<file path="src/rtl/mux_arb_reg.sv">
// mux_arb_reg: n-channel registered mux with valid/ready handshakes, fixed-select or round-robin grant.
module mux_arb_reg #(
   parameter int wd = 4,
   parameter int n = 4,
   localparam int cw = $clog2(n)
) (
   input  logic            clk,
   input  logic            rst_n,
   input  logic [n*wd-1:0] in_data,
   input  logic [n-1:0]    in_valid,
   output logic [n-1:0]    in_ready,
   input  logic            mode,
   input  logic [cw-1:0]   sel,
   output logic [wd-1:0]   out_data,
   output logic            out_valid,
   input  logic            out_ready,
   output logic [cw-1:0]   out_ch
);
   logic          load;
   logic          xfer;
   logic          gnt_vld;
   logic [cw-1:0] gnt_idx;
   logic [cw:0]   scan;
   logic [cw-1:0] c;
   logic [wd-1:0] data_q, data_d;
   logic [cw-1:0] ch_q, ch_d;
   logic [cw-1:0] ptr_q, ptr_d;
   logic          valid_q, valid_d;

   assign load = !valid_q || out_ready;
   assign xfer = load && gnt_vld && rst_n;

   always_comb begin
      gnt_vld = 1'b0;
      gnt_idx = '0;
      scan = '0;
      c = '0;
      if (!mode) begin
         for (int i = 0; i < n; i++) begin
            if (sel == cw'(i) && in_valid[i]) begin
               gnt_vld = 1'b1;
               gnt_idx = cw'(i);
            end
         end
      end else begin
         // first valid channel at or after ptr, wrapping explicitly for non-power-of-two n
         for (int k = 0; k < n; k++) begin
            scan = {1'b0, ptr_q} + (cw+1)'(k);
            scan = (scan >= (cw+1)'(n)) ? scan - (cw+1)'(n) : scan;
            c = scan[cw-1:0];
            if (!gnt_vld && in_valid[c]) begin
               gnt_vld = 1'b1;
               gnt_idx = c;
            end
         end
      end
   end

   always_comb begin
      in_ready = '0;
      for (int i = 0; i < n; i++) in_ready[i] = xfer && gnt_idx == cw'(i);
   end

   always_comb begin
      valid_d = load ? gnt_vld : valid_q;
      data_d = xfer ? in_data[int'(gnt_idx)*wd +: wd] : data_q;
      ch_d = xfer ? gnt_idx : ch_q;
      ptr_d = (xfer && mode) ? ((int'(gnt_idx) == n-1) ? '0 : gnt_idx + 1'b1) : ptr_q;
   end

   always_ff @(posedge clk or negedge rst_n) begin
      if (!rst_n) begin
         valid_q <= 1'b0;
         data_q <= '0;
         ch_q <= '0;
         ptr_q <= '0;
      end else begin
         valid_q <= valid_d;
         data_q <= data_d;
         ch_q <= ch_d;
         ptr_q <= ptr_d;
      end
   end

   assign out_data = data_q;
   assign out_valid = valid_q;
   assign out_ch = ch_q;
endmodule

</file>
<file path="config.mk">
export PLATFORM = sky130hd
export DESIGN_NAME = mux_arb_reg
export DESIGN_NICKNAME = d
export VERILOG_FILES = /design/src/rtl/mux_arb_reg.sv
export SDC_FILE = /design/constraint.sdc
export NUM_CORES = 1
export LEC_CHECK = 0
export BUFFER_PORTS_ARGS = -buffer_cell sky130_fd_sc_hd__buf_2
export CAP_MARGIN = 15
export CORE_MARGIN = 5
export CORE_UTILIZATION = 42
export DETAILED_ROUTE_END_ITERATION = 10
export PLACE_DENSITY = 0.82
export RECOVER_POWER = 100
export SYNTH_ARGS = -nofsm -noshare
export SYNTH_HDL_FRONTEND = slang
export SYNTH_SLANG_ARGS = --single-unit
</file>
<file path="constraint.sdc">
create_clock -name clk -period 2.1 [get_ports clk]
set_clock_uncertainty 0.05 [all_clocks]
set_input_delay 0.42 -clock clk [delete_from_list [all_inputs] [get_ports clk]]
set_output_delay 0.42 -clock clk [all_outputs]
set_load 0.02 [all_outputs]
</file>
==> results.ini <==
[outcome]
run_status=finished with violations
violations=negative setup slack

[setup_path]
path_delay_family=flip-flops
path_buf_inv=3
setup.worst_path.start_class=register
timing.critical_path.required_ps=1630
worst_path_largest_cell_delay_ps=440
critical_path.slowest_cell=dfrtp_2
critPathKind=reg -> out
critical_path.most_common_cell=buf_6
critical_path.startpoint=ptr_q[1]
worst-endpoint-arrival_ps=1850
worstPathMaxFanout=5
timing.critical_path.cells=buf_6 -> nor3b_4 -> a31oi_4 -> a31o_4 -> inv_4 -> ha_4 -> and2_4 -> buf_6
r2r-start=ptr_q[1]
end_kind=output port

[clocking]
tritoncts=built
cts_clock_pin_slew_for_the_worst_setup_and_hold_paths_ps=60
cts_buffers=3
worst_skew_pair.late_latency_ps=270
numClockSinks=9
cts_h_tree_depth=1
cts_hold_repair.buffers=0
cts.path.max_buffers=2
clk_root_buffer_cell=clkbuf_4

[timing]
timing_max_transition_violations_final=0
hold_slack_ps=132.8
finalSetupViolCount=4
max_freq_mhz=430.7
rsz_0062_raised_after_global_routing=yes
max_slew.worst_pin.slew_ps=497.8
crit_path_time_final_ps=2322
setup_ws_ps=-222.0
timing.final.crit_share_pct=110.6
final_hold_viol_count=0
worst_slew_margin_rel_pct=66.82

[finish]
layout.core_utilization_pct=74.12
num-nets-final=187
antenna-diode-count=0
layout-area-overhead-vs-synth_pct=66.29
final_cell_area_um2=1469
multi_input_area_um2=738.2
layout.filler_cells=154
sequential_cell_area_um2=227.7
layout-drive-gt1-share_pct=57.69
finish.cell_count_without_fillers=183

[drt]
final_wl_um=2630
antenna_left=0
route.detailed.wl_per_inst_um=14.37
drcViolationCount=0
first_iter_violations=15
route.detailed.vias_per_inst=5.208
vias=953
detailedRoute.firstPassIterationCount=4

[yosys]
syn-mean-instance-area_um2=9.602
synth_async_sr_flop_share_pct=100.0
instance_count_of_the_mapped_netlist=92
synthesis.nets=122
cell_area_after_synthesis_um2=883.3
synth_edf_count=0
number_of_warnings_printed_during_yosys_synthesis=0
synth_ff_type=dfrtp_1
seq_area_frac_synth_pct=25.50
synth_top_area_share_pct=25.50
synth_top_area_cell=dfrtp_1
yosys_register_bits=9
cell_variety_after_synth=37
synth_top_cells_by_area=dfrtp_1 (25%), mux2i_1 (9.1%), ha_1 (5.7%), nand2b_1 (5.0%), a2111oi_4 (3.1%)

[floorplan]
design.portCount=37
chipWidth_um=55.86
placeableCoreArea_um2=1982
dieHeight_um=55.86
die_area_um2=3120
initial_core_util_pct=44.57
rows=16

[grt]
grt_remaining_overflow=0
grt_first_pass_wirelength_um=4084
grt_start_max_net_pins=12
grt.total_usage_pct=16.54
antenna_found_initial=0
first_global_vias=966

[placed_design]
gpl.final_weighted_congestion=0.8255
pre_cts_ws_ps=-121.3
port_buffers=36
hpwlAfterDp_um=1936
dp.cells=170
placed_cell_area_um2=1231

[power_and_ir_drop]
powerDensity_nw_per_um2=745.1
irDropWorstVdd_uv=436.6
p_leak_uw=0.0006721

[worst_hold_path]
hold_path_class=in -> async

[job]
timing.max_cap.violations=0

## layer usage
layer,wire (um),global-route usage (%),vias to the layer above
met2,1359,31.08,34
met5,0,0,-
met4,50,8.136,0
met1,1038,17.41,440
li1,-,-,474
met3,182,3.016,5
## logic make-up (layout without fill, tap and decap cells)
kind of cell | Yosys count | count (layout) | share of synthesized area [%]
AO/OA/AOI/OAI | 27 | 27 | 28.33
multiplexers | 11 | 11 | 14.59
flip-flops | 9 | 9 | 25.50
AND/OR/NAND/NOR | 32 | 32 | 20.40
adder cells (fa/ha/maj) | 4 | 4 | 5.666
buffers and inverters | 9 | 73 | 5.523
## final timing paths
| check | slack, ps | depth (start not counted) | endpoint |
|---|---|---|---|
| worst max-delay path | -220 | 8 | in_ready[1] |
| worst min-delay path | 130 | 2 | out_valid |
| worst max register to register | 40 | 8 | out_data[1] |
| worst min register to register | 420 | 2 | out_data[3] |
| max in group asynchronous | 1510 | 2 | ptr_q[0] |
| min in group clk | 390 | 3 | out_valid |
## worst register-to-register path: cells and delay by family (launching register included)
kind / cells / cell delay [ps]
AOI/OAI and AO/OA: 4 / 910
buffers and inverters: 3 / 350
DFF: 1 / 440
and+or+nand+nor: 1 / 200
## synthesized netlist by cell type (3+ instances only)
cell	count
dfrtp_1	9
mux2i_1	8
nand2_1	7
nand2b_1	7
nor2_1	5
and2_1	4
ha_1	4
inv_1	4
a21o_1	3
a311oi_1	3
## registers in the layout, indices dropped and copies added (netlist names)
register and flops:
ptr_q 2, out_ch 2, out_data 4, out_valid 1
## timing repair
item / CTS / global route
setup buffers: 5 / 4
resized for setup: 27 / 10
endpoints found under the hold margin: 0 / 0
endpoints found under the setup margin: 5 / 5
pin swaps: 5 / 3
## final cells by class
cell class | count | share of cell area, %
Multi-Input combinational cell | 74 | 50.26
Timing Repair Buffer | 64 | 28.53
Sequential cell | 9 | 15.50
Tap cell | 27 | 2.300
Clock buffer | 4 | 1.789
Inverter | 5 | 1.618
## report_power, final
| part | internal [uW] | leakage, uW | switching, uW |
|---|---|---|---|
| combinational | 349 | 0.000554 | 322 |
| clock | 73.3 | 0.0000150 | 61.8 |
| sequential | 232 | 0.000103 | 56.4 |
| total | 654 | 0.000672 | 440 |
## per-stage QoR
| stage | power, uW | setup TNS, ps |
|---|---|---|
| 2_1_floorplan | 583.0 | 0 |
| 3_3_place_gp | 759.9 | -286.4 |
| 3_5_place_dp | 781.9 | -739.8 |
| 4_1_cts | 1022 | -702.4 |
| 5_1_grt | 1166 | -1161 |
| 6_report | 1095 | -845.4 |
## cell usage in the layout, fill, tap and decap left out, drive strengths merged
master / instances
mux4: 1
dfrtp: 9
nand2b: 7
buf: 55
a31o: 2
or4: 1
a31oi: 2
clkbuf: 13
nor3b: 2
inv: 5
o21ai: 1
mux2i: 8
mux2: 2
nor2: 6
or2b: 1
a211oi: 4
and2: 4
nand2: 7
a21bo: 1
a2bb2oi: 1
a2111oi: 4
nor2b: 2
or2: 1
o21a: 1
o31ai: 2
a21oi: 2
a21o: 4
ha: 4
and3: 1
a311oi: 3
Note: power is estimated with default switching activity, not from simulation.
